### src/rtl/instruction_fetch_queue_pkg.sv
// Shared types and defaults for the instruction fetch queue.
// An entry carries the fetch address alongside the returned instruction word.
package instruction_fetch_queue_pkg;

  localparam int unsigned DefaultDepth   = 4;
  localparam logic [31:0] DefaultResetPc = 32'h0000_0000;

  typedef enum logic [0:0] {
    StRun,
    StFlush
  } ifq_state_e;

  typedef struct packed {
    logic [31:0] pc;
    logic [31:0] instr;
  } ifq_entry_t;

endpackage

### src/rtl/instruction_fifo.sv
// Synchronous FIFO of fetch entries with single-cycle flush.
// Flush wins over push and pop in the same cycle.
module instruction_fifo
  import instruction_fetch_queue_pkg::*;
#(
  parameter int unsigned DEPTH = DefaultDepth
) (
  input  logic                     clk,
  input  logic                     reset,
  input  logic                     push,
  input  ifq_entry_t               push_data,
  input  logic                     pop,
  input  logic                     flush,
  output ifq_entry_t               head,
  output logic                     empty,
  output logic [$clog2(DEPTH):0]   count
);

  localparam int unsigned AW = $clog2(DEPTH);

  ifq_entry_t     mem_q [DEPTH];
  logic [AW-1:0]  wr_ptr_q, wr_ptr_d;
  logic [AW-1:0]  rd_ptr_q, rd_ptr_d;
  logic [AW:0]    count_q, count_d;
  logic           do_push, do_pop;

  always_comb begin
    do_push  = push && (count_q != (AW+1)'(DEPTH)) && !flush;
    do_pop   = pop && (count_q != '0) && !flush;
    wr_ptr_d = wr_ptr_q;
    rd_ptr_d = rd_ptr_q;
    count_d  = count_q;
    if (flush) begin
      wr_ptr_d = '0;
      rd_ptr_d = '0;
      count_d  = '0;
    end else begin
      if (do_push) wr_ptr_d = wr_ptr_q + AW'(1);
      if (do_pop)  rd_ptr_d = rd_ptr_q + AW'(1);
      count_d = count_q + (AW+1)'(do_push) - (AW+1)'(do_pop);
    end
  end

  always_ff @(posedge clk) begin
    if (reset) begin
      wr_ptr_q <= '0;
      rd_ptr_q <= '0;
      count_q  <= '0;
    end else begin
      wr_ptr_q <= wr_ptr_d;
      rd_ptr_q <= rd_ptr_d;
      count_q  <= count_d;
    end
  end

  always_ff @(posedge clk) begin
    if (do_push) mem_q[wr_ptr_q] <= push_data;
  end

  assign head  = mem_q[rd_ptr_q];
  assign empty = (count_q == '0);
  assign count = count_q;

endmodule

### src/rtl/instruction_fetch_queue.sv
// Sequential instruction fetcher: issues addresses, queues in-order responses
// for decode, and flushes outstanding responses on a redirect.
module instruction_fetch_queue
  import instruction_fetch_queue_pkg::*;
#(
  parameter int unsigned DEPTH        = DefaultDepth,
  parameter int unsigned PC_INCREMENT = 4,
  parameter logic [31:0] RESET_PC     = DefaultResetPc
) (
  input  logic        clk,
  input  logic        reset,
  output logic        mem_req_valid,
  output logic [31:0] mem_req_addr,
  input  logic        mem_req_ready,
  input  logic        mem_rsp_valid,
  input  logic [31:0] mem_rsp_data,
  output logic        instr_valid,
  output logic [31:0] instr,
  output logic [31:0] instr_pc,
  input  logic        instr_ready,
  input  logic        redirect_valid,
  input  logic [31:0] redirect_pc
);

  localparam int unsigned CW = $clog2(DEPTH) + 1;

  ifq_state_e    state_q, state_d;
  logic [31:0]   fetch_pc_q, fetch_pc_d;
  logic [31:0]   rsp_pc_q, rsp_pc_d;
  logic [CW-1:0] inflight_q, inflight_d;
  logic [CW-1:0] fifo_count;
  logic [CW:0]   occupancy;
  ifq_entry_t    fifo_head, push_entry;
  logic          fifo_empty, req_fire, rsp_fire, push, pop;

  // rsp_pc tracks the address of the oldest non-discarded outstanding request;
  // requests since the last redirect are contiguous, so a counter suffices.
  always_comb begin
    occupancy     = {1'b0, fifo_count} + {1'b0, inflight_q};
    mem_req_valid = !reset && (state_q == StRun) && !redirect_valid &&
                    (occupancy < (CW+1)'(DEPTH));
    mem_req_addr  = fetch_pc_q;
    req_fire      = mem_req_valid && mem_req_ready;
    rsp_fire      = mem_rsp_valid && (inflight_q != '0);
    push          = rsp_fire && (state_q == StRun) && !redirect_valid;
    instr_valid   = (state_q == StRun) && !redirect_valid && !fifo_empty;
    pop           = instr_valid && instr_ready;
    instr         = fifo_empty ? '0 : fifo_head.instr;
    instr_pc      = fifo_empty ? '0 : fifo_head.pc;
    push_entry    = '{pc: rsp_pc_q, instr: mem_rsp_data};

    inflight_d = inflight_q + CW'(req_fire) - CW'(rsp_fire);
    fetch_pc_d = fetch_pc_q;
    rsp_pc_d   = rsp_pc_q;
    if (redirect_valid) begin
      fetch_pc_d = redirect_pc;
      rsp_pc_d   = redirect_pc;
    end else begin
      if (req_fire) fetch_pc_d = fetch_pc_q + 32'(PC_INCREMENT);
      if (push)     rsp_pc_d   = rsp_pc_q + 32'(PC_INCREMENT);
    end

    state_d = state_q;
    case (state_q)
      StRun:   if (redirect_valid) state_d = (inflight_d != '0) ? StFlush : StRun;
      StFlush: if (!redirect_valid && inflight_d == '0) state_d = StRun;
      default: state_d = StRun;
    endcase
  end

  always_ff @(posedge clk) begin
    if (reset) begin
      state_q    <= StRun;
      fetch_pc_q <= RESET_PC;
      rsp_pc_q   <= RESET_PC;
      inflight_q <= '0;
    end else begin
      state_q    <= state_d;
      fetch_pc_q <= fetch_pc_d;
      rsp_pc_q   <= rsp_pc_d;
      inflight_q <= inflight_d;
    end
  end

  instruction_fifo #(
    .DEPTH(DEPTH)
  ) u_fifo (
    .clk      (clk),
    .reset    (reset),
    .push     (push),
    .push_data(push_entry),
    .pop      (pop),
    .flush    (redirect_valid),
    .head     (fifo_head),
    .empty    (fifo_empty),
    .count    (fifo_count)
  );

endmodule

### config.mk
export PLATFORM = sky130hd
export DESIGN_NAME = instruction_fetch_queue
export DESIGN_NICKNAME = d
export VERILOG_FILES = /design/src/rtl/instruction_fetch_queue_pkg.sv /design/src/rtl/instruction_fifo.sv /design/src/rtl/instruction_fetch_queue.sv
export SDC_FILE = /design/constraint.sdc
export NUM_CORES = 1
export LEC_CHECK = 0
export BUFFER_PORTS_ARGS = -buffer_cell sky130_fd_sc_hd__buf_2
export CORE_ASPECT_RATIO = 1.5
export CORE_MARGIN = 3
export CORE_UTILIZATION = 45
export CTS_CLUSTER_SIZE = 30
export DETAILED_ROUTE_END_ITERATION = 8
export GPL_TIMING_DRIVEN = 0
export MAX_ROUTING_LAYER = met4
export SYNTH_ARGS = -nofsm -noshare
export SYNTH_HDL_FRONTEND = slang
export SYNTH_SLANG_ARGS = --single-unit
### constraint.sdc
create_clock -name clk -period 4.06 [get_ports clk]
set_input_delay 0.406 -clock clk [delete_from_list [all_inputs] [get_ports clk]]
set_output_delay 0.406 -clock clk [all_outputs]
set_load 0.005 [all_outputs]
==> impl_metrics.ini, run 1 <==
[pwr]
intPower_mw = 6.00
ir_drop_v = 0.000250
pwr-share-clk_pct = 39.2
net-switching-power_mw = 1.78
power_density_nw_per_um2 = 475
swShare_pct = 22.9
seq_power_share_pct = 51.0
pwr-share-comb_pct = 9.8
leakage_nw = 5.72

[setup_path]
critical_path_class = flop to flop
crit_top_cell = ha_1
r2r_slack_ns = 0.32
required_ns = 4.48
cp_data_arrival_time_ns = 4.15
crit_fanout = 10
end_kind = flop
endpoint = state_q
cp_cell_sequence = ha_1 > nor4_1 > and4_1 > inv_2 > clkbuf_1 > clkbuf_2 > ha_1 > inv_1 > ha_1 > fa_1 > o41ai_1 > a21oi_1
rr_startpoint = u_fifo.count[2]
worst_path_largest_cell_delay_ns = 0.50
reg2regPathDepth = 12
start_kind = flop
reg2reg_to = state_q
crit_slowest_cell = fa_1
startpoint = u_fifo.count[2]

[sta]
relSlewSlack_pct = 35.3
finClkSkew_ns = 0.0145
fin_ws_ns = 0.323
hold_viol_final = 0
drv_slew = 0
fin_crit_sh_pct = 92.0
setup_viol = 0
tightest_slew_ns = 0.970
tns_ns = 0
rsz0062_at_grt = no
period_needed_ns = 3.74
fmax_mhz = 268

[placed_design]
io_buffers = 167
place_ws_ns = 0.276
gp_congestion = 0.947
hpwlAfterDp_um = 21900
dp.cells = 1477
placed_cell_area_sq_um = 15300

[logic_synthesis]
ys_seq_elements = 333
yosys-top-cells-count = edfxtp_1, dfxtp_1, nor2b_1
syn_nets = 990
synth_edf_count = 256
synth_top_area_share_pct = 55.5
synthArstFlopShare_pct = 0
yosysMostFrequentCell = edfxtp_1
synth.area.top_cells = edfxtp_1, dfxtp_1, mux4_2
yosys_most_used_dff = edfxtp_1
synthCells = 906
yosys.cell_types.count = 53
synth_warnings = 0
avgSynthCellArea_sq_um = 15.3
syn_area_sq_um = 13900
synth.largest_area_cell = edfxtp_1
ys_seq_area_share_pct = 66.6

[drt]
ant_nets = 0
firstDrtPassIters = 5
via_per_inst = 5.46
wl_per_cell_um = 20.9
drt_wl_total_um = 32100
drt-initial-drc-count = 515
drc = 0
routed-via-count = 8380

[floorplan]
start_util_pct = 45.8
num_rows = 78
die-area_sq_um = 33000
coreArea_sq_um = 30300
die_h_um = 221
num_io_pins = 168
fp.dieW_um = 149

[finish]
area_growth_pct = 18.3
final_util_pct = 54.1
stdcell_area_sq_um = 16400
drive_gt1_share_pct = 26.8
stdcell_count = 1534
final_nets = 1194
antennaDiodeCount = 0

[clock_tree]
postCtsSetupRepairBufs = 0
hold_buffers = 0
clock-sinks = 333
insertion_delay_ns = 0.56
cts_root_buffer = clkbuf_16
cts_made_buffers = 31
cts_htree_levels = 1
max-clock-path-buffers = 3
cts_tree = yes
cts_resized = 0
path_clk_slew_ns = 0.07

[global_routing]
grt_start_max_net_pins = 53
antenna_found_initial = 0
grt_pass1_vias = 8664
grt_pass1_wl_um = 50100
grt_util_all_layers_pct = 20.2
overflow = 0

[worst_hold_path]
min_path_type = input pin to flop

[run_status]
status = finished clean

[flow_run]
max_cap_viol_count = 0
-- final cells by class --
cell class | count | area (sq um)
fill | 2569 | 13900
sequential | 333 | 9230
multi-input combinational | 499 | 4340
timing repair buffer | 171 | 946
clock buffer | 40 | 830
tap | 400 | 500
clock inverter | 17 | 241
buffer | 48 | 195
inverter | 26 | 97.6
-- power by group through the flow --
stage          registers [mW]  clock network (mW)  logic, mW
3_3_place_gp             4.05                   0      0.750
6_report                 3.97                3.05      0.761
5_1_grt                  3.99                3.25      0.843
2_1_floorplan            4.01                   0      0.466
3_5_place_dp             4.04                   0      0.773
4_1_cts                  3.97                3.12      0.779
-- layout by cell type (no fill, tap or decap), types with 12 or more instances in the layout --
cell type,netlist,routed
nor2_1,33,33
mux4_2,64,64
nand3_1,24,24
a211oi_1,16,16
clkbuf_16,0,31
a21oi_1,37,37
xor2_1,28,28
and4_1,13,13
ha_1,12,12
nand2_1,31,31
xnor2_1,17,17
and2_1,18,14
clkbuf_1,35,41
edfxtp_1,256,256
nand4_1,27,27
and3_1,12,12
nor2b_1,68,68
buf_2,11,178
dfxtp_1,77,77
inv_1,24,24
-- worst max-delay path, delay by kind of cell (launching register included) --
kind / cells / cell delay (ns)
simple gates: 2 / 0.69
compound gates: 2 / 0.48
fa+ha+maj: 4 / 1.29
flops: 1 / 0.42
buf+inv: 4 / 0.73
-- sequential cells by signal, summed over array words and instances, names as in the netlist, named ones only --
signal	count
u_fifo.rd_ptr_q	2
u_fifo.count	3
u_fifo.wr_ptr_q	2
inflight_q	3
u_fifo.mem_q	256
mem_req_addr	32
state_q	1
rsp_pc_q	32
-- routing by layer --
metal  part of all wire (%)  track usage (%)
met1                     39             24.8
met2                     53             35.1
met3                    5.1             2.27
met4                    2.5             5.91
met5                      0                -
-- worst min path at each step --
stage                     cells after the start                   to        startpoint
final                                         1  u_fifo.mem_q[0][12]  mem_rsp_data[12]
after global routing                          1  u_fifo.mem_q[0][12]  mem_rsp_data[12]
after CTS                                     1  u_fifo.mem_q[1][21]  mem_rsp_data[21]
after detailed placement                      2      mem_req_addr[0]   mem_req_addr[0]
after global placement                        2      mem_req_addr[1]   mem_req_addr[1]
after floorplan                               2      mem_req_addr[0]   mem_req_addr[0]
-- stage by stage --
stage | total power [mW] | hold WS, ns
global route | 8.09 | 0.0440
global placement | 4.80 | 0.444
floorplan | 4.48 | 0.453
CTS | 7.87 | 0.0365
finish | 7.78 | 0.0677
detailed placement | 4.82 | 0.451
-- cells by family (layout without fill, tap and decap cells) --
family          Yosys count  in the layout  synth area share (%)
xor+xnor                 45             45                  2.85
simple gates            257            257                  10.8
fa+ha+maj                14             14                  1.37
compound gates          110            110                  5.18
buf+inv                  74            302                  2.10
flops                   333            333                  66.6
mux                      73             73                  11.1
(Power assumes the default switching activity.)
==> run 2: changes to the inputs <==
--- a/config.mk
+++ b/config.mk
@@ -13,6 +13,7 @@
 export DETAILED_ROUTE_END_ITERATION = 8
 export GPL_TIMING_DRIVEN = 0
 export MAX_ROUTING_LAYER = met4
+export SLEW_MARGIN = 10
 export SYNTH_ARGS = -nofsm -noshare
 export SYNTH_HDL_FRONTEND = slang
 export SYNTH_SLANG_ARGS = --single-unit
==> constraint.sdc (replaced) <==
create_clock -name clk -period 4.06 [get_ports clk]
set_input_delay 0.203 -clock clk [delete_from_list [all_inputs] [get_ports clk]]
set_output_delay 0.203 -clock clk [all_outputs]
set_load 0.005 [all_outputs]
==> run 2 against run 1 <==
Core utilization up 1.4 points. Setup slack better by 0.043 ns. Global-route usage about the same. Clock power down 8.2%. Wire length up 1.1%. First-iteration DRC count down 5.4%. Non-clock buffer count up 53. Critical path type unchanged. Highest routed layer unchanged.
==> impl_metrics.ini, run 2 (same netlist as run 1, synthesis figures left out) <==
[sta]
tightest_slew_ns = 0.973
setup_viol = 0
relSlewSlack_pct = 35.1
period_needed_ns = 3.69
rsz0062_at_grt = no
hold_viol_final = 0
tns_ns = 0
finClkSkew_ns = 0.0104
fmax_mhz = 271
drv_slew = 0
fin_crit_sh_pct = 91.0

[setup_path]
reg2regPathDepth = 12
rr_startpoint = u_fifo.count[2]
end_kind = flop
start_kind = flop
required_ns = 4.48
cp_data_arrival_time_ns = 4.11
crit_fanout = 10
reg2reg_to = state_q
r2r_slack_ns = 0.37
critical_path_class = flop to flop

[finish]
largest-register = u_fifo.mem_q
antennaDiodeCount = 0
final_util_pct = 55.6
area_growth_pct = 21.4
multi_input_area_sq_um = 4340
mostFrequentLayoutCell = edfxtp_1
n_fill_cell = 2529
drive_gt1_share_pct = 25.9
largest_reg_flops = 256
final_nets = 1247
regArea_sq_um = 9230
final_cell_mix = edfxtp_1, buf_2, dfxtp_1

[clock_tree]
cts_htree_levels = 1
cts_root_buffer = clkbuf_16
cts_made_buffers = 31
cts_tree = yes
clock-sinks = 333
max-clock-path-buffers = 3
insertion_delay_ns = 0.56
path_clk_slew_ns = 0.07

[global_routing]
grt_pass1_wl_um = 50100
overflow = 0
grt_start_max_net_pins = 50
antenna_found_initial = 0
grt_pass1_vias = 8837
grt_util_all_layers_pct = 20.2

[floorplan]
fp.dieW_um = 149
num_rows = 78
coreArea_sq_um = 30300
num_io_pins = 168
die_h_um = 221
start_util_pct = 45.8
die-area_sq_um = 33000

[pwr]
pwr-share-comb_pct = 10.6
seq_power_share_pct = 52.4
intPower_mw = 5.79
pwr-share-clk_pct = 36.9
p_total_mw = 7.57
power_density_nw_per_um2 = 450
leakage_nw = 5.92
ir_drop_v = 0.000280
net-switching-power_mw = 1.79
swShare_pct = 23.6

[worst_hold_path]
hp-start = redirect_pc[4]
hold-path-endpoint = rsp_pc_q[4]
holdPathStages = 4
min_path_type = input pin to flop

[drt]
via_per_inst = 5.39
drc = 0
wl_per_cell_um = 20.4
firstDrtPassIters = 5
ant_nets = 0
drt_wl_total_um = 32400
routed-via-count = 8557
drt-initial-drc-count = 487

[flow_run]
max_cap_viol_count = 0

[placed_design]
gp_congestion = 0.947
hpwlAfterDp_um = 21900
io_buffers = 167

[run_status]
status = finished clean
-- run 2: routing by layer --
metal  global-route usage [%]  vias up  routed length (um)
met3                     2.21       75                1540
met2                     34.3      276               16700
met5                        -        -                   0
met4                     8.19        0                1240
met1                     24.6     4208               12900
li1                         -     3998                   -
-- run 2: power by group through the flow --
stage                     clock network [mW]  registers [mW]  logic (mW)
after CTS                               2.87            3.97       0.820
after global placement                     0            4.05       0.750
after detailed placement                   0            4.04       0.775
after global routing                    2.99            3.99       0.889
after floorplan                            0            4.01       0.466
final                                   2.80            3.97       0.805
-- run 2: stage by stage --
step | hold slack, ns | setup WS, ns | std cells | instance area [sq um]
floorplan | 0.302 | 0.917 | 906 | 13900
global placement | 0.418 | -0.722 | 1473 | 15200
detailed placement | 0.423 | 0.302 | 1477 | 15300
CTS | 0.00717 | 0.280 | 1587 | 16800
global route | 0.0404 | 0.116 | 1587 | 16800
finish | 0.0228 | 0.367 | 1587 | 16800
-- run 2: critical path, cell delays in order, from the launching register on --
cell and delay (ns):
dfxtp_1 0.41, ha_1 0.26, nor4_1 0.28, and4_1 0.39, inv_2 0.10, clkbuf_1 0.27, clkbuf_2 0.32, ha_1 0.34
inv_1 0.04, ha_1 0.18, fa_1 0.50, o41ai_1 0.37, a21oi_1 0.10
-- run 2: final cells by class --
class                   count  area share [%]
flip-flops and latches    333            54.9
well taps                 400            2.98
repair buffers            224            8.73
clock buffers              41            5.19
multi-input cells         499            25.8
clock inverters            16           0.669
plain buffers              48            1.16
inverters                  26           0.580
-- run 2: timing repair --
item / CTS / global route
endpoints found under the setup margin: 0 / 1
endpoints found under the hold margin: 167 / 0
buffers inserted: 0 / 0
gates resized for setup: 0 / 2
hold buffers: 53 / 0
-- run 2: worst max path at each step --
stage / from / end / slack (ns) / cells past startpoint
floorplan: state_q / u_fifo.mem_q[0][0] / 0.92 / 3
global placement: state_q / u_fifo.mem_q[0][24] / -0.72 / 3
detailed placement: u_fifo.count[2] / state_q / 0.30 / 12
CTS: u_fifo.count[2] / state_q / 0.28 / 12
global route: u_fifo.count[2] / state_q / 0.12 / 12
finish: u_fifo.count[2] / state_q / 0.37 / 12
==> run 3: changes to the inputs <==
--- a/config.mk
+++ b/config.mk
@@ -6,7 +6,6 @@
 export NUM_CORES = 1
 export LEC_CHECK = 0
 export BUFFER_PORTS_ARGS = -buffer_cell sky130_fd_sc_hd__buf_2
-export CORE_ASPECT_RATIO = 1.5
 export CORE_MARGIN = 3
 export CORE_UTILIZATION = 45
 export CTS_CLUSTER_SIZE = 30
==> run 3 against run 2 <==
Combinational power is 2.5% lower. Die area fell by 0.13%. Core utilization up 1.1 points. Design area up 0.89%. Wire length decreased by 1.9%. Clock skew increased by 0.0067 ns. Sequential cell count stayed put. Critical path type unchanged.
==> impl_metrics.ini, run 3 (same netlist as run 1, synthesis figures left out) <==
[run_status]
status = finished clean

[placed_design]
gp_congestion = 0.918
io_buffers = 167
placed_cell_area_sq_um = 15300
hpwlAfterDp_um = 21000
place_ws_ns = 0.375
dp.cells = 1467

[finish]
largest_reg_flops = 256
final_nets = 1247
final_cell_mix = edfxtp_1, buf_2, dfxtp_1
mostFrequentLayoutCell = edfxtp_1
regArea_sq_um = 9230
n_fill_cell = 2486
final_util_pct = 56.7
area_growth_pct = 22.5
multi_input_area_sq_um = 4340
stdcell_count = 1583
drive_gt1_share_pct = 26.3
largest-register = u_fifo.mem_q
stdcell_area_sq_um = 17000

[flow_run]
max_cap_viol_count = 0

[sta]
tightest_slew_ns = 0.933
relSlewSlack_pct = 37.8
period_needed_ns = 3.62
rsz0062_at_grt = no
drv_slew = 0
hold_ws_ns = 0.0361
setup_viol = 0
fin_crit_sh_pct = 89.2
hold_viol_final = 0
fmax_mhz = 276
tns_ns = 0
fin_ws_ns = 0.438
finClkSkew_ns = 0.0170

[worst_hold_path]
min_path_type = input pin to flop

[floorplan]
die-area_sq_um = 32900
die_h_um = 181
num_io_pins = 168
num_rows = 63
fp.dieW_um = 181
coreArea_sq_um = 30000
start_util_pct = 46.2

[setup_path]
required_ns = 4.42
crit_fanout = 10
end_kind = flop
critical_path_class = flop to flop
cp_data_arrival_time_ns = 3.98
start_kind = flop

[global_routing]
grt_pass1_wl_um = 50300
antenna_found_initial = 1
overflow = 0
grt_pass1_vias = 8661
grt_start_max_net_pins = 53
grt_util_all_layers_pct = 20.0

[drt]
wl_per_cell_um = 20.1
firstDrtPassIters = 4
ant_nets = 0
via_per_inst = 5.43
routed-via-count = 8595
drt_wl_total_um = 31800
drt-initial-drc-count = 626
drc = 0

[pwr]
ir_drop_v = 0.000240
leakage_nw = 6.00
power_density_nw_per_um2 = 475
p_total_mw = 8.06

[clock_tree]
clock-sinks = 333
cts_root_buffer = clkbuf_16
insertion_delay_ns = 0.51
cts_made_buffers = 37
cts_htree_levels = 2
path_clk_slew_ns = 0.06
max-clock-path-buffers = 3
cts_tree = yes
## run 3: changes by cell type in the layout (fill, tap and decap cells not counted), moves of 2 or more
| cell | before | now |
|---|---|---|
| clkbuf_16 | 31 | 39 |
| clkbuf_8 | 6 | 2 |
| clkbuf_1 | 38 | 42 |
| bufinv_16 | 1 | 3 |
| dlygate4sd3_1 | 53 | 47 |
## run 3: repair_timing
action	CTS	global route
setup buffers	0	0
setup endpoints to repair	0	1
gates resized for setup	0	2
hold buffers	47	0
endpoints found under the hold margin	146	0
## run 3: worst max-delay path, stage by stage (launching register included)
cell and delay (ns):
dfxtp_1 0.42, ha_1 0.26, nor4_1 0.28, and4_1 0.36, inv_2 0.08, clkbuf_1 0.25, clkbuf_2 0.30, ha_1 0.33
inv_1 0.04, ha_1 0.18, fa_1 0.48, o41ai_1 0.38, a21oi_1 0.12
## run 3: cell type report
class | count | area share [%]
well taps | 390 | 2.88
plain buffers | 48 | 1.15
clock buffers | 49 | 6.09
repair buffers | 218 | 8.26
clock inverters | 19 | 1.06
multi-input cells | 499 | 25.6
flip-flops and latches | 333 | 54.4
diodes | 1 | 0.0147
inverters | 26 | 0.575
## run 3: worst paths after layout
check / startpoint / end / slack, ns / depth (start not counted)
worst min-delay path: redirect_pc[23] / mem_req_addr[23] / 0.04 / 3
worst max-delay path: u_fifo.count[2] / state_q / 0.44 / 12
worst max register to register: u_fifo.count[2] / state_q / 0.44 / 12
worst min register to register: mem_req_addr[1] / mem_req_addr[1] / 0.46 / 2
## run 3: power by group
group / internal [mW] / switching (mW)
logic: 0.359 / 0.426
registers: 3.85 / 0.125
clock network: 1.99 / 1.30
total: 6.20 / 1.85
## run 3: routing by layer
layer	vias to the layer above	wire length [um]	global-route usage [%]
li1	4014	-	-
met1	4237	14400	28.6
met2	312	14800	30.8
met3	32	2090	2.98
met4	0	488	4.75
met5	-	0	-
